<file path="src/rtl/seg7_scan_driver_pkg.sv">
// Shared definitions for the scanned 7-segment driver.
//   HEX_FONT      : abcdefg patterns (bit 6 = a) indexed by nibble value
//   SEG_OFF       : segment pattern for a dark digit, before polarity
//   lz_blank_mask : per-digit leading-zero blank flags (up to 8 digits)
package seg7_pkg;

  localparam logic [6:0] SEG_OFF = 7'b0000000;

  // Entry 15 first so that HEX_FONT[n] is the glyph for nibble n.
  localparam logic [15:0][6:0] HEX_FONT = {
    7'b1000111,  // F
    7'b1001111,  // E
    7'b0111101,  // d
    7'b1001110,  // C
    7'b0011111,  // b
    7'b1110111,  // A
    7'b1111011,  // 9
    7'b1111111,  // 8
    7'b1110000,  // 7
    7'b1011111,  // 6
    7'b1011011,  // 5
    7'b0110011,  // 4
    7'b1111001,  // 3
    7'b1101101,  // 2
    7'b0110000,  // 1
    7'b1111110   // 0
  };

  // Bit k set when nibbles k..digits-1 are all zero (k > 0). Walks from
  // the most significant digit down, tracking an unbroken run of zeros.
  function automatic logic [7:0] lz_blank_mask(input logic [31:0] nibs,
                                               input int digits);
    logic [7:0] m;
    logic       zero_run;
    m        = '0;
    zero_run = 1'b1;
    for (int k = 7; k >= 1; k--) begin
      if (k < digits) begin
        zero_run = zero_run && (nibs[4*k +: 4] == 4'h0);
        m[k]     = zero_run;
      end
    end
    return m;
  endfunction

endpackage

</file>
<file path="src/rtl/seg7_scan_driver_if.sv">
// Register-side / pin-side bundle of the scanned display driver.
//   value_i/dp_i : frame to show, captured on load_i
//   load_i       : single-cycle capture strobe
//   enable_i     : display on
//   abcdefg_o, dp_o, digit_o : registered display pins
//   pending_o    : a captured frame is waiting for the frame boundary
interface seg7_scan_driver_if #(
  parameter int DIGITS = 4
) ();
  logic [DIGITS-1:0][3:0] value_i;
  logic [DIGITS-1:0]      dp_i;
  logic                   load_i;
  logic                   enable_i;
  logic [6:0]             abcdefg_o;
  logic                   dp_o;
  logic [DIGITS-1:0]      digit_o;
  logic                   pending_o;

  modport master (
    output value_i, dp_i, load_i, enable_i,
    input  abcdefg_o, dp_o, digit_o, pending_o
  );

  modport slave (
    input  value_i, dp_i, load_i, enable_i,
    output abcdefg_o, dp_o, digit_o, pending_o
  );
endinterface

</file>
<file path="src/rtl/seg7_scan_driver_hex_font.sv">
// Nibble to abcdefg decoder (active-high, bit 6 = a).
//   nibble : hex digit value
//   seg    : segment pattern
module seg7_hex_font
  import seg7_pkg::*;
(
  input  logic [3:0] nibble,
  output logic [6:0] seg
);
  assign seg = HEX_FONT[nibble];
endmodule

</file>
<file path="src/rtl/seg7_scan_driver.sv">
// Time-multiplexed driver for a DIGITS-wide common-segment 7-segment
// display. A shadow frame is loaded at any time and copied to the
// displayed frame only at a frame boundary (or at once while disabled),
// so a scan never mixes two values.
//   clk, rst_n : clock, asynchronous active-low reset
//   bus        : slave side of seg7_scan_driver_if (value/dp/load/enable
//                in, segment/dp/digit pins and pending flag out)
module seg7_scan_driver
  import seg7_pkg::*;
#(
  parameter int DIGITS         = 4,
  parameter int CLK_DIV        = 50000,
  parameter bit SEG_ACTIVE_LOW = 1'b0,
  parameter bit DIG_ACTIVE_LOW = 1'b1,
  parameter bit LZ_BLANK       = 1'b1
) (
  input logic               clk,
  input logic               rst_n,
  seg7_scan_driver_if.slave bus
);

  localparam int PW = (CLK_DIV > 1) ? $clog2(CLK_DIV) : 1;
  localparam int IW = (DIGITS > 1) ? $clog2(DIGITS) : 1;
  localparam logic [PW-1:0] PRESC_LAST = PW'(CLK_DIV - 1);
  localparam logic [IW-1:0] IDX_LAST   = IW'(DIGITS - 1);

  logic [PW-1:0]          presc;
  logic [IW-1:0]          idx;
  logic [DIGITS-1:0][3:0] shadow_val, disp_val;
  logic [DIGITS-1:0]      shadow_dp, disp_dp;
  logic                   pending;

  logic slot_end, frame_wrap, commit;

  assign slot_end   = bus.enable_i && (presc == PRESC_LAST);
  assign frame_wrap = slot_end && (idx == IDX_LAST);
  // While disabled there is no scan to tear, so a pending frame goes
  // straight through.
  assign commit     = pending && (frame_wrap || !bus.enable_i);

  // Prescaler and digit index.
  always_ff @(posedge clk or negedge rst_n) begin
    if (!rst_n) begin
      presc <= '0;
      idx   <= '0;
    end else if (!bus.enable_i) begin
      presc <= '0;
      idx   <= '0;
    end else if (slot_end) begin
      presc <= '0;
      idx   <= (idx == IDX_LAST) ? '0 : idx + IW'(1);
    end else begin
      presc <= presc + PW'(1);
    end
  end

  // Shadow / display frames. On a load that lands on a commit the
  // display takes the old shadow and the new value stays pending.
  always_ff @(posedge clk or negedge rst_n) begin
    if (!rst_n) begin
      shadow_val <= '0;
      shadow_dp  <= '0;
      disp_val   <= '0;
      disp_dp    <= '0;
      pending    <= 1'b0;
    end else begin
      if (commit) begin
        disp_val <= shadow_val;
        disp_dp  <= shadow_dp;
      end
      if (bus.load_i) begin
        shadow_val <= bus.value_i;
        shadow_dp  <= bus.dp_i;
      end
      if (bus.load_i)  pending <= 1'b1;
      else if (commit) pending <= 1'b0;
    end
  end

  // Single shared decoder: only the scanned digit needs a glyph.
  logic [3:0] cur_nib;
  logic [6:0] cur_seg;
  logic [7:0] lz_full;

  assign cur_nib = disp_val[idx];
  assign lz_full = lz_blank_mask(32'(disp_val), DIGITS);

  seg7_hex_font u_font (
    .nibble (cur_nib),
    .seg    (cur_seg)
  );

  logic              show, blank;
  logic [6:0]        seg_nxt;
  logic              dp_nxt;
  logic [DIGITS-1:0] dig_nxt;

  // presc == 0 is the anti-ghost gap: everything dark for one cycle
  // while the digit enable changes over.
  always_comb begin
    show    = bus.enable_i && (presc != '0);
    blank   = LZ_BLANK && lz_full[3'(idx)];
    seg_nxt = SEG_OFF;
    dp_nxt  = 1'b0;
    dig_nxt = '0;
    if (show) begin
      seg_nxt = blank ? SEG_OFF : cur_seg;
      dp_nxt  = disp_dp[idx];
      dig_nxt = DIGITS'(1) << idx;
    end
  end

  logic [6:0]        seg_q;
  logic              dp_q;
  logic [DIGITS-1:0] dig_q;

  // Polarity applied here so reset lands on the inactive pin levels.
  always_ff @(posedge clk or negedge rst_n) begin
    if (!rst_n) begin
      seg_q <= {7{SEG_ACTIVE_LOW}};
      dp_q  <= SEG_ACTIVE_LOW;
      dig_q <= {DIGITS{DIG_ACTIVE_LOW}};
    end else begin
      seg_q <= seg_nxt ^ {7{SEG_ACTIVE_LOW}};
      dp_q  <= dp_nxt ^ SEG_ACTIVE_LOW;
      dig_q <= dig_nxt ^ {DIGITS{DIG_ACTIVE_LOW}};
    end
  end

  assign bus.abcdefg_o = seg_q;
  assign bus.dp_o      = dp_q;
  assign bus.digit_o   = dig_q;
  assign bus.pending_o = pending;

endmodule
</file>
<file path="src/flat_wrapper.sv">
// flat-port wrapper written by rule: the top's interface ports become plain ports
module seg7_scan_driver_flat import seg7_pkg::*;
#(
  parameter int DIGITS         = 4,
  parameter int CLK_DIV        = 50000,
  parameter bit SEG_ACTIVE_LOW = 1'b0,
  parameter bit DIG_ACTIVE_LOW = 1'b1,
  parameter bit LZ_BLANK       = 1'b1
)
  (clk, rst_n, bus_value_i, bus_dp_i, bus_load_i, bus_enable_i, bus_abcdefg_o, bus_dp_o, bus_digit_o, bus_pending_o);
  seg7_scan_driver_if #(.DIGITS(DIGITS)) bus_i ();
  input logic clk;
  input logic rst_n;
  input wire logic [$bits(bus_i.value_i)-1:0] bus_value_i;
  input wire logic [$bits(bus_i.dp_i)-1:0] bus_dp_i;
  input wire logic [$bits(bus_i.load_i)-1:0] bus_load_i;
  input wire logic [$bits(bus_i.enable_i)-1:0] bus_enable_i;
  output wire logic [$bits(bus_i.abcdefg_o)-1:0] bus_abcdefg_o;
  output wire logic [$bits(bus_i.dp_o)-1:0] bus_dp_o;
  output wire logic [$bits(bus_i.digit_o)-1:0] bus_digit_o;
  output wire logic [$bits(bus_i.pending_o)-1:0] bus_pending_o;
  assign bus_i.value_i = bus_value_i;
  assign bus_i.dp_i = bus_dp_i;
  assign bus_i.load_i = bus_load_i;
  assign bus_i.enable_i = bus_enable_i;
  assign bus_abcdefg_o = bus_i.abcdefg_o;
  assign bus_dp_o = bus_i.dp_o;
  assign bus_digit_o = bus_i.digit_o;
  assign bus_pending_o = bus_i.pending_o;
  seg7_scan_driver #(.DIGITS(DIGITS), .CLK_DIV(CLK_DIV), .SEG_ACTIVE_LOW(SEG_ACTIVE_LOW), .DIG_ACTIVE_LOW(DIG_ACTIVE_LOW), .LZ_BLANK(LZ_BLANK)) u_core (.clk(clk), .rst_n(rst_n), .bus(bus_i));
endmodule
</file>
<file path="config.mk">
export PLATFORM = sky130hd
export DESIGN_NAME = seg7_scan_driver_flat
export DESIGN_NICKNAME = d
export VERILOG_FILES = /design/src/rtl/seg7_scan_driver_pkg.sv /design/src/rtl/seg7_scan_driver_if.sv /design/src/rtl/seg7_scan_driver_hex_font.sv /design/src/rtl/seg7_scan_driver.sv /design/src/flat_wrapper.sv
export SDC_FILE = /design/constraint.sdc
export NUM_CORES = 1
export LEC_CHECK = 0
export ABC_AREA = 1
export CAP_MARGIN = 10
export CORE_ASPECT_RATIO = 1.5
export CORE_UTILIZATION = 55
export DETAILED_ROUTE_END_ITERATION = 12
export PLACE_DENSITY = 0.89
export RECOVER_POWER = 25
export SYNTH_ARGS = -nofsm -noshare
export SYNTH_HDL_FRONTEND = slang
export SYNTH_SLANG_ARGS = --single-unit
</file>
<file path="constraint.sdc">
create_clock -name clk -period 3.38 [get_ports clk]
set_input_delay 0.507 -clock clk [delete_from_list [all_inputs] [get_ports clk]]
set_output_delay 0.507 -clock clk [all_outputs]
set_load 0.01 [all_outputs]
</file>
-- Word-level counts from Yosys, hierarchy flattened
Memories as Yosys holds them, arrays and structs flattened.
Cells that the tools add are included.
- flip-flop bits (word level): 71
- bits of input ports: 24
- memories: 1
- ROM bits: 112
- logic and storage cells: 58
- output and inout bits: 13
- memories (memory ; depth ; width ; read ports ; clocked after Yosys merged registers in ; write ports ; RTL line ; text):
    (no name shown) ; 16 ; 7 ; 1 ; 0 ; 0 ; seg7_scan_driver_hex_font.sv:10 ; assign seg = HEX_FONT[nibble];
- shifts and indexed selects: 1
- add/sub/neg operators: 2
- eq/ne operators: 3
- reductions and logical operators: 13
- mux-type cells: 18
- order comparisons: 3
- bitwise logic cells: 1
- operators by type and width (operator ; count):
    $mux W16 ; 2
    $mux W7 ; 3
    $add A16 B1 Y16 const B ; 1
    $eq A16 B16 Y1 const B ; 1
    $reduce_bool A16 Y1 ; 1
    $logic_not A4 Y1 ; 3
    $bmux W4 S2 ; 1
    $mux W4 ; 2
    $logic_and A1 B1 Y1 ; 6
    $mux W2 ; 3
    $lt A4 B5 Y1 const B ; 1
    $mux W1 ; 5
    $bmux W1 S2 ; 2
    $lt A2 B4 Y1 const B ; 1
    $not A4 Y4 ; 1
    $shl A1 B2 Y4 const A ; 1
    $lt A2 B3 Y1 const B ; 1
    $add A2 B1 Y2 const B ; 1
    $eq A2 B2 Y1 const B ; 1
    $ne A2 B1 Y1 const B ; 1
    $reduce_bool A2 Y1 ; 1
    $logic_not A1 Y1 ; 1
    $logic_or A1 B1 Y1 ; 1

-- Logic depth before layout (Yosys ltp)
Gate-level depths: netlist (run 1).
- word-level depth: 7
- gate-level depth with buffers: 12
- gate-level depth less buffers: 11

-- By module
From an unflattened synthesis (run 1), not the netlist that was laid out.
- cells, all modules: 450
- area total of the unflattened synthesis: 3560.9 µm²
- modules (own cells, without submodules) (module ; instances ; area each (µm²) ; cells each):
    seg7_scan_driver ; 1 ; 3290.7 ; 398
    seg7_hex_font ; 1 ; 270.3 ; 52

-- Least setup slack after synthesis (run 1)
OpenSTA, ideal clock, no wires.
- path type: flip-flop to flip-flop
- start: register u_core.idx[1]
- end: register u_core.seg_q[3], in the netlist u_core.bus.abcdefg_o[3]
- arrival time: 1.478 ns
- clock period less this slack: 1.550 ns
- setup time: 0.072 ns
- cell stages (with the launch flop): 12
- path slack: 1.830 ns
- required time: 3.308 ns
- cell sequence: dfrtp_1 -> buf_4 -> inv_2 -> nand3_1 -> nand2_1 -> inv_1 -> ha_1 -> nand3_1 -> nand2_1 -> nand2_1 -> nand2_1 -> nor2_1
- word-level cells in the longest chain between the ends: 6
- RTL lines (item ; RTL line ; text):
    start: declaration ; seg7_scan_driver.sv:28 ; logic [IW-1:0] idx;
    start signal: assignment ; seg7_scan_driver.sv:51 ; idx <= (idx == IDX_LAST) ? '0 : idx + IW'(1);
    $bmux W4 S2 ; seg7_scan_driver.sv:85 ; assign cur_nib = disp_val[idx];
    $mux W4 (implied by the code) ; seg7_scan_driver.sv:85 ;
    $mem_v2 Z16 W7 ; n/a ;
    $mux W7 (implied by the code) ; seg7_scan_driver_hex_font.sv:10 ;
    $mux W7 (*) ; seg7_scan_driver.sv:107 ; seg_nxt = blank ? SEG_OFF : cur_seg;
    $mux W7 (*) ; seg7_scan_driver.sv:106 ; if (show) begin
    via u_core.seg_nxt[3] ; seg7_scan_driver.sv:94 ; logic [6:0] seg_nxt;
    end signal: assignment ; seg7_scan_driver.sv:120 ; seg_q <= {7{SEG_ACTIVE_LOW}};
    end signal: assignment ; seg7_scan_driver.sv:124 ; seg_q <= seg_nxt ^ {7{SEG_ACTIVE_LOW}};
    end: declaration ; seg7_scan_driver.sv:113 ; logic [6:0] seg_q;
The timed path passes the listed nets; every way through them passes the cells marked *. The select of a mux whose other input is x is not followed.
A chain may end at the register's enable or synchronous reset.

-- Worst setup path after layout (run 1)
- start: register u_core.idx[0]
- end: register u_core.disp_val[10] (netlist bit)
- word-level cells in the longest chain between the ends: 4
- RTL lines (item ; RTL line ; text):
    $eq A2 B2 Y1 ; seg7_scan_driver.sv:36 ; assign frame_wrap = slot_end && (idx == IDX_LAST);
    $logic_and A1 B1 Y1 ; seg7_scan_driver.sv:36 ;
    $logic_or A1 B1 Y1 ; seg7_scan_driver.sv:39 ; assign commit = pending && (frame_wrap || !bus.enable_i);
    $logic_and A1 B1 Y1 ; seg7_scan_driver.sv:39 ;
    end signal: assignment ; seg7_scan_driver.sv:68 ; disp_val <= shadow_val;
    end: declaration ; seg7_scan_driver.sv:29 ; logic [DIGITS-1:0][3:0] shadow_val, disp_val;
Every way passes these cells.

==> results of run 1 <==
==> power by group <==
part           leakage [uW]  internal [uW]  switching, uW
clock              0.000100            349            359
combinational       0.00108            196            293
sequential         0.000902            949           75.1
==> per-layer routing <==
metal	vias to the layer above	global-route usage
met3	13	0.0566
met4	0	0.0982
met5	-	0
met2	69	0.404
met1	1374	0.252
li1	1522	-
==> final cells by class <==
type | instances | area [sq um]
clock buffer | 9 | 124
clock inverter | 7 | 81.3
tap | 74 | 92.6
fill | 493 | 2060
inverter | 27 | 101
timing repair buffer | 39 | 369
sequential | 71 | 1780
multi-input combinational | 342 | 1560
==> worst max path at each step <==
stage	from	to	slack, ns
global placement	bus_enable_i	u_core.disp_dp[2]	0.89
finish	u_core.idx[0]	u_core.disp_val[10]	0.89
global route	u_core.idx[0]	u_core.disp_val[12]	0.59
floorplan	u_core.idx[1]	u_core.bus.abcdefg_o[3]	1.83
CTS	u_core.idx[0]	u_core.disp_val[10]	0.90
detailed placement	bus_enable_i	u_core.disp_val[10]	0.79
==> registers in the layout, indices dropped and copies added, names as in the netlist <==
| signal | count |
|---|---|
| u_core.bus.dp_o | 1 |
| u_core.bus.abcdefg_o | 7 |
| u_core.bus.digit_o | 4 |
| u_core.disp_dp | 4 |
| u_core.disp_val | 16 |
| u_core.shadow_val | 16 |
| u_core.bus.pending_o | 1 |
| u_core.presc | 16 |
| u_core.shadow_dp | 4 |
| u_core.idx | 2 |
==> Yosys cell counts, types with 2 or more instances <==
library cell               instances
sky130_fd_sc_hd__buf_4             2
sky130_fd_sc_hd__inv_2             5
sky130_fd_sc_hd__clkbuf_1          6
sky130_fd_sc_hd__inv_1            22
sky130_fd_sc_hd__nand2_1         190
sky130_fd_sc_hd__buf_6             4
sky130_fd_sc_hd__dfrtp_1          67
sky130_fd_sc_hd__xor2_1            3
sky130_fd_sc_hd__dfstp_2           4
sky130_fd_sc_hd__nor2_1           57
sky130_fd_sc_hd__nand3_1          26
sky130_fd_sc_hd__o21ai_1           2
sky130_fd_sc_hd__a21oi_1           7
sky130_fd_sc_hd__o21ai_0           6
sky130_fd_sc_hd__nor3_1            4
sky130_fd_sc_hd__nand2_2           3
sky130_fd_sc_hd__nand4_1          23
sky130_fd_sc_hd__ha_1             12
sky130_fd_sc_hd__buf_2             6
==> cell families after synthesis <==
logic type               Yosys count
buffers and inverters             45
flip-flops                        71
XOR/XNOR                           4
AO/OA/AOI/OAI                     18
adder cells (fa/ha/maj)           12
AND/OR/NAND/NOR                  308
==> metrics by stage <==
stage          total power [uW]  worst slack (ns)
2_1_floorplan              1370              1.83
3_3_place_gp               1500             0.887
3_5_place_dp               1520             0.792
4_1_cts                    2230             0.900
5_1_grt                    2350             0.585
6_report                   2220             0.886
==> out/summary.log, run 1 <==
qor: synth.most_instantiated_flip_flop_cell_in_the_synthesis_netlist sky130_fd_sc_hd__dfrtp_1
qor: worst_setup_path.crit_slowest_cell sky130_fd_sc_hd__dfrtp_1
qor: layout.layout.core_utilization 0.666
qor: placed_design.placed_area 3910 sq um
qor: clock_tree.htree_num_levels 3
qor: pwr.vdd.ir_drop.worst 0.000307 V
qor: timing.grt_setup_unrepaired no
qor: placed_design.detailedPlacementHpwl 4930 um
qor: synth.yosys-top-cells-area sky130_fd_sc_hd__dfrtp_1 (47%), sky130_fd_sc_hd__nand2_1 (20%), sky130_fd_sc_hd__nor2_1 (6.0%)
qor: pwr.power.static_leakage 0.00208 uW
qor: global_route.grt_max_degree 40
qor: worst_setup_path.timing.critical_path.to_type flip-flop
qor: synth.multiplexer_area_fraction_after_synthesis 0
qor: run_status.outcome finished with violations
qor: synth.yosys.area_share.simple 0.359
qor: worst_hold_path.worstHoldPathCells 1
qor: routing.drt_pre_antenna_iters 4
qor: layout.finish.cell_count_without_fillers 569
qor: routing.routed_antenna_nets 0
qor: worst_setup_path.r2r-end u_core.disp_val[10]
qor: worst_setup_path.critical_path_depth 6
qor: worst_setup_path.crit_path_frequent_cell sky130_fd_sc_hd__nand2_1
qor: routing.num_vias 2978
qor: timing.totalNegativeSetupSlack 0 ns
qor: clock_tree.post_cts.resized_instances 0
qor: synth.postSynthAreaPerCell 7.76 sq um
qor: worst_setup_path.worst_ep_required_time 3.63 ns
qor: placed_design.routability_congestion_estimate_from_global_placement 0.870
qor: timing.layout_worst_path_cycle_share 0.738
qor: routing.wirelength 6780 um
qor: worst_hold_path.min-delay-path-class flip-flop to flip-flop
qor: layout.final_layout_size_suffix_gt1_frac 0.0646
qor: die.io_pins 37
qor: synth.dominant_combinational_cell_family_by_area_after_synthesis simple AND/OR/NAND/NOR gates
qor: layout.layout.nets 526
qor: worst_setup_path.worst_setup_path_start_kind flip-flop
qor: timing.timing_max_transition_violations_final 73
qor: clock_tree.cts.sinks 71
qor: routing.routed_wire_length_per_instance 11.9 um
qor: global_route.grt_pass1_vias 2771
qor: worst_setup_path.rr_worst_depth 6
qor: worst_setup_path.worst-path-buf-inv 1
qor: routing.met2_length 3560 um
qor: worst_setup_path.sequence_of_cells_on_the_critical_path ha_1 > inv_1 > nand2_1 > nand3_1 > nand2_1 > nand2_1
qor: worst_setup_path.crit_path_max_incr_delay 0.66 ns
qor: placed_design.place.detailed.instances 553
qor: worst_setup_path.critical_path_peak_fanout 22
qor: timing.finalClockSkew 0.00955 ns
qor: synth.mappedNetlistArea 3560 sq um
qor: die.coreArea 6170 sq um
qor: layout.most_frequent_cells_in_the_layout sky130_fd_sc_hd__nand2_1 (190), sky130_fd_sc_hd__dfrtp_1 (67), sky130_fd_sc_hd__nor2_1 (57)
qor: synth.synth.ff_latch_count 71
qor: layout.most_frequent_standard_cell_in_the_layout_excluding_fill_and_tap_cells sky130_fd_sc_hd__nand2_1
qor: worst_hold_path.hold_start u_core.presc[0]
qor: synth.synth_xor_area_frac 0.00985
qor: layout.final_design_instance_area_without_fill 4110 sq um
qor: die.die_boundary_height 100 um
qor: synth.async_flop_share 1.00
qor: clock_tree.holdBufCountCts 0
qor: run_status.violations max-capacitance violations, max-slew violations
qor: routing.drt_iter0_drc 252
qor: synth.synth-compound-area-share 0.0274
qor: timing.worst_slew_margin_rel -0.296
qor: synth.post-synth-top-area-cell sky130_fd_sc_hd__dfrtp_1
qor: global_route.initial_antenna_violation_count 0
qor: die.dieArea 6800 sq um
qor: worst_hold_path.min_to u_core.presc[0]
qor: die.placementRows 35
qor: placed_design.placement.io_buffers 36
qor: worst_setup_path.critical-path-top-delay-family simple AND/OR/NAND/NOR gates
qor: routing.met3_length 236 um
qor: die.chipWidth 67.7 um
qor: timing.final_hold_viol_count 0
qor: clock_tree.buffer_cell_driving_the_clock_tree_root sky130_fd_sc_hd__clkbuf_8
qor: layout.insertedDiodeCount 0
qor: timing.worst_hold_slack 0.468 ns
qor: clock_tree.cts_setup_buffers 0
qor: clock_tree.clock_latency 0.36 ns
qor: timing.report.final.setup_viol 0
qor: timing.finalWorstPathRequiredPeriod 2.49 ns
qor: clock_tree.clock_tree.buffer_depth 2
qor: clock_tree.numCtsBuffers 9
qor: routing.detail_route.drc_violations 0
qor: synth.synth_nets 494
qor: synth.synth-warning-count 0
qor: synth.synthCells 458
qor: job.max-cap-violations 2
qor: pwr.cellPowerDensity 540 nW/um^2
qor: routing.via_per_inst 5.23
qor: routing.top_layer_reached_by_signal_wires met4
qor: global_route.grt_use_total 0.229
qor: routing.detail_route.wirelength.met1 2850 um
qor: global_route.grt_overflow 0
qor: timing.maxClockFrequency 401 MHz
qor: synth.ys_types 28
qor: clock_tree.clkSlewWorstSetupHoldPaths 0.08 ns
qor: synth.number_of_enable_type_register_cells_in_the_synthesized_netlist 0
qor: timing.tightestPinTransition 1.94 ns
qor: synth.synth_adder_area_share 0.0422
qor: global_route.grt_pass1_wl 11600 um
qor: synth.synth_top_cell_area_share 0.471
qor: worst_setup_path.critical_path.reg2reg.startpoint u_core.idx[0]
qor: worst_setup_path.regToRegSetupSlack 0.89 ns
qor: layout.area_growth_syn_to_layout 15.6%
qor: worst_setup_path.crit_arrival 2.74 ns
qor: clock_tree.cts_tree yes
qor: synth.yosysSeqAreaShare 0.501
qor: worst_setup_path.crit_type flip-flop to flip-flop
qor: die.floorplan.initialDensity 0.576
Power figures use the tool's default switching activity.
==> run 2: changes to the inputs <==
Clock period 3.38 ns to 2.4 ns, I/O delays scaled along.
==> run 2 against run 1 <==
  * The flow still finishes with violations (max-capacitance violations, max-slew violations)
  * Clock-buffer cell count is the same
  * Worst setup slack lost 0.53 ns
  * Power grew 45%
  * Combinational power grew 44%
  * Fmax grew 22%
  * Final cell count grew 0.53%
  * Utilization grew 0.83 points
  * Register-to-register slack lost 0.53 ns
  * Sequential power grew 41%
  * Critical path type unchanged
  * Largest cell class unchanged
==> out/summary.log, run 2 (synthesis results as in run 1) <==
qor: clock_tree.clock_tree.buffer_depth 2
qor: timing.report.final.setup_viol 0
qor: die.io_pins 37
qor: clock_tree.post_cts.resized_instances 0
qor: placed_design.detailedPlacementHpwl 4770 um
qor: timing.tightestPinTransition 1.66 ns
qor: global_route.grt_overflow 0
qor: run_status.outcome finished with violations
qor: clock_tree.holdBufCountCts 0
qor: worst_setup_path.crit_arrival 2.33 ns
qor: die.chipWidth 67.7 um
qor: clock_tree.numCtsBuffers 9
qor: layout.most_frequent_cells_in_the_layout sky130_fd_sc_hd__nand2_1 (190), sky130_fd_sc_hd__dfrtp_1 (67), sky130_fd_sc_hd__nor2_1 (57)
qor: die.dieArea 6800 sq um
qor: clock_tree.cts_setup_buffers 0
qor: clock_tree.htree_num_levels 3
qor: layout.final_layout_size_suffix_gt1_frac 0.0763
qor: routing.routed_antenna_nets 0
qor: die.placementRows 35
qor: layout.most_frequent_standard_cell_in_the_layout_excluding_fill_and_tap_cells sky130_fd_sc_hd__nand2_1
qor: die.die_boundary_height 100 um
qor: timing.final_hold_viol_count 0
qor: clock_tree.cts.sinks 71
qor: pwr.vdd.ir_drop.worst 0.000468 V
qor: routing.num_vias 2997
qor: timing.maxClockFrequency 490 MHz
qor: timing.worst_hold_slack 0.456 ns
qor: clock_tree.clock_latency 0.35 ns
qor: global_route.grt_use_total 0.236
qor: worst_hold_path.min-delay-path-class flip-flop to flip-flop
qor: routing.routed_wire_length_per_instance 12.1 um
qor: placed_design.routability_congestion_estimate_from_global_placement 0.891
qor: worst_setup_path.regToRegSetupSlack 0.36 ns
qor: routing.via_per_inst 5.24
qor: timing.timing_max_transition_violations_final 72
qor: die.coreArea 6170 sq um
qor: clock_tree.clkSlewWorstSetupHoldPaths 0.08 ns
qor: timing.finalWorstPathRequiredPeriod 2.04 ns
qor: routing.drt_iter0_drc 227
qor: worst_setup_path.critical_path_peak_fanout 17
qor: global_route.initial_antenna_violation_count 0
qor: routing.drt_pre_antenna_iters 4
qor: timing.totalNegativeSetupSlack 0 ns
qor: worst_setup_path.timing.critical_path.to_type flip-flop
qor: pwr.power.static_leakage 0.00212 uW
qor: clock_tree.buffer_cell_driving_the_clock_tree_root sky130_fd_sc_hd__clkbuf_8
qor: timing.grt_setup_unrepaired no
qor: worst_setup_path.crit_type flip-flop to flip-flop
qor: global_route.grt_pass1_wl 12200 um
qor: worst_setup_path.worst_ep_required_time 2.68 ns
qor: timing.finalClockSkew 0.00892 ns
qor: timing.worst_slew_margin_rel -0.104
qor: global_route.grt_pass1_vias 2906
qor: clock_tree.cts_tree yes
qor: global_route.grt_max_degree 72
qor: pwr.cellPowerDensity 773 nW/um^2
qor: routing.detail_route.drc_violations 0
qor: run_status.violations max-capacitance violations, max-slew violations
qor: job.max-cap-violations 1
qor: die.floorplan.initialDensity 0.576
qor: layout.layout.nets 529
qor: layout.area_growth_syn_to_layout 17.0%
qor: worst_setup_path.worst_setup_path_start_kind flip-flop
qor: timing.layout_worst_path_cycle_share 0.851
qor: layout.insertedDiodeCount 0
qor: placed_design.placement.io_buffers 36
qor: pwr.total_power_of_the_final_layout 3220 uW
qor: layout.reg.largest.list u_core.disp_val: 16 flops, u_core.presc: 16 flops, u_core.shadow_val: 16 flops
qor: routing.wirelength 6910 um
run 2: cell type report:
class	count	area, sq um
Sequential cell	71	1780
Clock inverter	7	104
Timing Repair Buffer	42	398
Clock buffer	9	124
Inverter	27	101
Multi-Input combinational cell	342	1560
Fill cell	536	2010
Tap cell	74	92.6
run 2: final timing paths:
kind | startpoint | end | cells past startpoint
worst max-delay path | u_core.idx[0] | u_core.bus.abcdefg_o[3] | 11
worst min-delay path | u_core.presc[0] | u_core.presc[0] | 1
worst max register to register | u_core.idx[0] | u_core.bus.abcdefg_o[3] | 11
worst min register to register | u_core.presc[0] | u_core.presc[0] | 1
max in group asynchronous | rst_n | u_core.presc[5] | 2
min in group asynchronous | rst_n | u_core.presc[3] | 2
run 2: stage by stage:
| stage | cell area (sq um) | util | std cells | setup slack (ns) |
|---|---|---|---|---|
| 6_report | 4160 | 0.674 | 572 | 0.357 |
| 3_3_place_gp | 3950 | 0.640 | 556 | 0.456 |
| 4_1_cts | 4180 | 0.676 | 572 | 0.373 |
| 2_1_floorplan | 3560 | - | 458 | 0.850 |
| 5_1_grt | 4160 | 0.674 | 572 | 0.100 |
| 3_5_place_dp | 3950 | 0.640 | 556 | 0.399 |
run 2: critical path: stages (launching register included):
cell	delay, ns
sky130_fd_sc_hd__dfrtp_1	0.67
sky130_fd_sc_hd__inv_2	0.23
sky130_fd_sc_hd__nand2_1	0.11
sky130_fd_sc_hd__nand3_1	0.07
sky130_fd_sc_hd__nand2_1	0.20
sky130_fd_sc_hd__inv_1	0.11
sky130_fd_sc_hd__ha_1	0.21
sky130_fd_sc_hd__nand3_1	0.14
sky130_fd_sc_hd__nand2_1	0.07
sky130_fd_sc_hd__nand2_1	0.05
sky130_fd_sc_hd__nand2_1	0.04
sky130_fd_sc_hd__nor2_1	0.07
run 2: power breakdown:
part           switching (uW)  leakage (uW)  internal [uW]
Clock                     479      0.000114            597
Sequential                104      0.000902           1340
Combinational             415       0.00110            286
Total                     998       0.00212           2220
run 2: per-layer routing:
layer  wire length [um]  vias to the layer above  GRT usage
li1                   -                     1520          -
met1               2860                     1389      0.263
met2               3650                       75      0.417
met3                254                       13     0.0611
met4                143                        0     0.0884
met5                  0                        -          0
==> variant 1 (settings of run 2) <==
`SEG_ACTIVE_LOW` is set to 1'b0 in 2 places; all go to 1'b1.
--- a/src/rtl/seg7_scan_driver.sv
+++ b/src/rtl/seg7_scan_driver.sv
@@ -10,7 +10,7 @@
 #(
   parameter int DIGITS         = 4,
   parameter int CLK_DIV        = 50000,
-  parameter bit SEG_ACTIVE_LOW = 1'b0,
+  parameter bit SEG_ACTIVE_LOW = 1'b1,
   parameter bit DIG_ACTIVE_LOW = 1'b1,
   parameter bit LZ_BLANK       = 1'b1
 ) (
--- a/src/flat_wrapper.sv
+++ b/src/flat_wrapper.sv
@@ -3,7 +3,7 @@
 #(
   parameter int DIGITS         = 4,
   parameter int CLK_DIV        = 50000,
-  parameter bit SEG_ACTIVE_LOW = 1'b0,
+  parameter bit SEG_ACTIVE_LOW = 1'b1,
   parameter bit DIG_ACTIVE_LOW = 1'b1,
   parameter bit LZ_BLANK       = 1'b1
 )
Formal check against the unedited RTL: not equivalent (Yosys sat finds a counterexample within 4 cycles, from zero or initial values and one cycle with rst_n low).
==> variant 1 against run 2 <==
Global-route usage is 0.15 points lower. Synthesized cell count is 3.1% lower. Routed wire length is 1.6% lower. Power is 3.3% higher. Fmax is 11% higher. Count of clock-buffer cells in the layout is 1 higher. Cell area is 0.72% higher. Area after synthesis hardly changed. Sequential cell count stayed put. Setup slack better by 0.21 ns. Combinational power is 3% higher. Clock skew is 0.0014 ns higher. Critical endpoint is now u_core.disp_val[8]$_DFFE_PN0P_.
==> variant 1: results <==
group,metric,value,unit
status,status,"completed",
pwr,p_sw_share,29.04,%
logic_synthesis,syn-num-nets,480,
placement,place_area,3948,um2
route,vias,2940,
final_layout,layout.cells.non_filler,559,
logic_synthesis,synth.yosys.seq_area_share,50.40,%
hold_path,hold_class,"primary input to async pin",
route,wire_per_inst,12.16,um
pwr,peakVddDrop,0.4901,mV
sta,worst_slew_pin_slew,1.346,ns
grt,use_met1,26.04,%
grt,grt_use_total,23.46,%
route,route.met2.wl,3573,um
pwr,p_leak,2.071,nW
final_layout,fin_nets,516,
grt,grt_util_met2,38.00,%
route,first_iter_violations,217,
logic_synthesis,yosysUniqueCellTypes,33,
placement,dp_cells,543,
worst_setup_path,critical_path_arrival,2.08,ns
worst_setup_path,max_stage_delay,0.38,ns
grt,use_met3,6.448,%
grt,grt_pass1_wl,11850,um
flow_run,maxCapViolCount,0,
route,wl_met3,303,um
logic_synthesis,yosys-top-cells-area,"dfrtp_1 42%, nand2_1 19%, dfstp_2 8.9%",
sta,fin_skew,0.01035,ns
[variant 1: cell types whose count changed in the layout (fill, tap and decap cells not counted), sizes merged, moves of 2 or more]
cell and delta:
nor2 -7, dfrtp -8, a21oi -4, nand3 +5
dfstp +8, o21bai +2, o21ai +3, nand2 -14
[variant 1: layout make-up]
cell class	count	area, um2
multi-input cells	327	1543
flip-flops and latches	71	1792
clock buffers	10	137.6
inverters	30	115.1
fillers	477	1983
repair buffers	41	404.1
well taps	74	92.59
clock inverters	6	107.6
[variant 1: cells by family after synthesis]
logic type / synth area share, %
XOR/XNOR: 1.232
AO/OA/AOI/OAI: 2.921
flip-flops: 50.40
AND/OR/NAND/NOR: 35.02
buffers and inverters: 6.195
adder cells (fa/ha/maj): 4.224
[variant 1: power groups by stage]
stage	logic (mW)	registers, mW	clock network, mW
after detailed placement	0.714	1.47	0
after CTS	0.722	1.44	1.17
final	0.721	1.45	1.16
after global placement	0.681	1.46	0
after global routing	0.833	1.46	1.25
after floorplan	0.476	1.47	0
[variant 1: worst paths after layout]
| path | startpoint | to | slack (ns) | depth (start not counted) |
|---|---|---|---|---|
| max in group asynchronous | rst_n | u_core.bus.abcdefg_o[5]$_DFF_PN1_ | 1.19 | 2 |
| worst min-delay path | rst_n | u_core.presc[6]$_DFF_PN0_ | 0.30 | 1 |
| worst max register to register | u_core.presc[1]$_DFF_PN0_ | u_core.disp_val[8]$_DFFE_PN0P_ | 0.57 | 8 |
| min in group clk | u_core.presc[0]$_DFF_PN0_ | u_core.presc[0]$_DFF_PN0_ | 0.46 | 1 |
| worst min register to register | u_core.presc[0]$_DFF_PN0_ | u_core.presc[0]$_DFF_PN0_ | 0.46 | 1 |
| worst max-delay path | u_core.presc[1]$_DFF_PN0_ | u_core.disp_val[8]$_DFFE_PN0P_ | 0.57 | 8 |
==> variant 2 (config.mk and constraints of run 2) <==
Without the edit above. Reset style: synchronous (`rst_n`), changed in 3 clocked blocks. Comments in the files are not updated.
--- a/src/rtl/seg7_scan_driver.sv
+++ b/src/rtl/seg7_scan_driver.sv
@@ -39,7 +39,7 @@
   assign commit     = pending && (frame_wrap || !bus.enable_i);
 
   // Prescaler and digit index.
-  always_ff @(posedge clk or negedge rst_n) begin
+  always_ff @(posedge clk) begin
     if (!rst_n) begin
       presc <= '0;
       idx   <= '0;
@@ -56,7 +56,7 @@
 
   // Shadow / display frames. On a load that lands on a commit the
   // display takes the old shadow and the new value stays pending.
-  always_ff @(posedge clk or negedge rst_n) begin
+  always_ff @(posedge clk) begin
     if (!rst_n) begin
       shadow_val <= '0;
       shadow_dp  <= '0;
@@ -115,7 +115,7 @@
   logic [DIGITS-1:0] dig_q;
 
   // Polarity applied here so reset lands on the inactive pin levels.
-  always_ff @(posedge clk or negedge rst_n) begin
+  always_ff @(posedge clk) begin
     if (!rst_n) begin
       seg_q <= {7{SEG_ACTIVE_LOW}};
       dp_q  <= SEG_ACTIVE_LOW;
Check against the original RTL: differs if rst_n is asserted again (counterexample within 4 cycles, from zero or initial values and one cycle with rst_n low); with rst_n held inactive, the same outputs for 10 cycles.
==> variant 2 against run 2 <==
Sequential cell count did not move. Critical path depth fell by 7. Cell area fell by 5.0%. Area after synthesis fell by 6.2%. Setup slack improved by 0.017 ns. Sequential share of layout area fell by 6.9 points. Routed wire length fell by 3.9%. Highest routed layer unchanged. Cell count did not move.
Power is not compared: it rests on default switching activity, and its combinational part moved more than twofold at a synthesized area within 25%.
==> variant 2: results <==
group,metric,value,unit
route,firstDrtPassIters,5,
worst_setup_path,worstReg2RegStart,"u_core.idx[0]$_SDFFE_PN0P_",
grt,grt_max_degree,42,
final_layout,fin_nets,532,
logic_synthesis,synth.yosys.seq_area_share,42.61,%
final_layout,fill_cells,476,
logic_synthesis,synthCells,462,
clock_tree,clk_latency,0.36,ns
pwr,p_leak,1.588,nW
logic_synthesis,yosys-top-cells-area,"dfxtp_1 43%, nand2_1 8.4%, a21oi_1 8.4%",
logic_synthesis,async_flop_share,0,%
hold_path,worstHoldStart,"u_core.shadow_val[13]$_SDFFE_PN0P_",
logic_synthesis,synthTopCellsByCount,"75 x nand2_1, 71 x dfxtp_1, 68 x nor2_1",
status,status,"completed",
placement,gp_congestion,0.9307,
route,drt_wl_total,6643,um
grt,grt_pass1_wl,11500,um
grt,grt_use_total,23.24,%
worst_setup_path,worst-path-max-fanout,41,
clock_tree,cts_post_setup_buffers_inserted,0,
route,first_iter_violations,154,
worst_setup_path,startpoint,"rst_n",
route,vias_per_cell,5.260,
grt,grt_pass1_vias,2823,
final_layout,layout-drive-gt1-share,7.400,%
logic_synthesis,yosysUniqueCellTypes,35,
worst_setup_path,critical_path_arrival,2.31,ns
logic_synthesis,syn-num-nets,499,
sta,fin_skew,0.008430,ns
sta,worst_slew_pin_slew,1.368,ns
## variant 2: changes by cell type after synthesis, moves of 10 or more
cell / change
nand2_1: -115
dfxtp_1: +71
dfrtp_1: -67
a21oi_1: +49
inv_1: +22
o21ai_0: +21
nand4_1: -16
nor2_1: +11
nand3_1: +10
## variant 2: cells by family (layout without fill, tap and decap cells)
| kind of cell | Yosys count | count (layout) | share of synthesized area, % |
|---|---|---|---|
| fa+ha+maj | 13 | 13 | 4.876 |
| compound gates | 96 | 96 | 15.30 |
| buf+inv | 71 | 109 | 9.227 |
| flops | 71 | 71 | 42.61 |
| simple gates | 209 | 209 | 27.46 |
| xor+xnor | 2 | 2 | 0.5252 |
## variant 2: layout make-up
class	count	area, um2	share of cell area, %
well taps	72	90.09	2.278
multi-input cells	320	1607	40.62
clock inverters	7	120.1	3.037
inverters	51	191.4	4.840
repair buffers	42	401.6	10.16
flip-flops and latches	71	1421	35.94
clock buffers	9	123.9	3.132
## variant 2: routing by layer
metal / part of all wire, % / wire length, um / track usage [%] / vias up
li1: - / - / - / 1572
met5: 0 / 0 / 0 / -
met2: 51 / 3381 / 39.57 / 83
met3: 4.9 / 326 / 5.399 / 22
met1: 41 / 2719 / 24.74 / 1332
met4: 3.2 / 215 / 15.22 / 0
## variant 2: where the power goes
part           switching (mW)  total (mW)  internal [mW]
sequential             0.0227        1.25           1.23
clock                   0.465        1.16          0.693
combinational           0.138       0.249          0.111
total                   0.625        2.66           2.03
## variant 2: critical path, stage by stage
cell and delay (ns):
clkdlybuf4s50_1 0.50, clkbuf_1 1.01, o21ai_0 0.25, a21oi_1 0.18
## variant 2: path summary, 6_finish.rpt
check | slack [ns] | depth (start not counted) | endpoint
worst min register to register | 0.46 | 2 | u_core.shadow_val[13]$_SDFFE_PN0P_
worst min-delay path | 0.46 | 2 | u_core.shadow_val[13]$_SDFFE_PN0P_
worst max register to register | 0.43 | 8 | u_core.disp_val[1]$_SDFFE_PN0P_
worst max-delay path | 0.37 | 4 | u_core.shadow_val[3]$_SDFFE_PN0P_
## variant 2: metrics by stage
| step | setup slack (ns) | instance area, um2 | hold WS, ns | utilization [%] |
|---|---|---|---|---|
| finish | 0.3741 | 3955 | 0.4613 | 67.86 |
| CTS | 0.4463 | 3959 | 0.4593 | 67.93 |
| global route | 0.1678 | 3955 | 0.4849 | 67.86 |
| floorplan | 0.3819 | 3336 | 0.4301 | - |
| global placement | 0.4465 | 3715 | 0.4426 | 63.74 |
| detailed placement | 0.3577 | 3715 | 0.4490 | 63.74 |
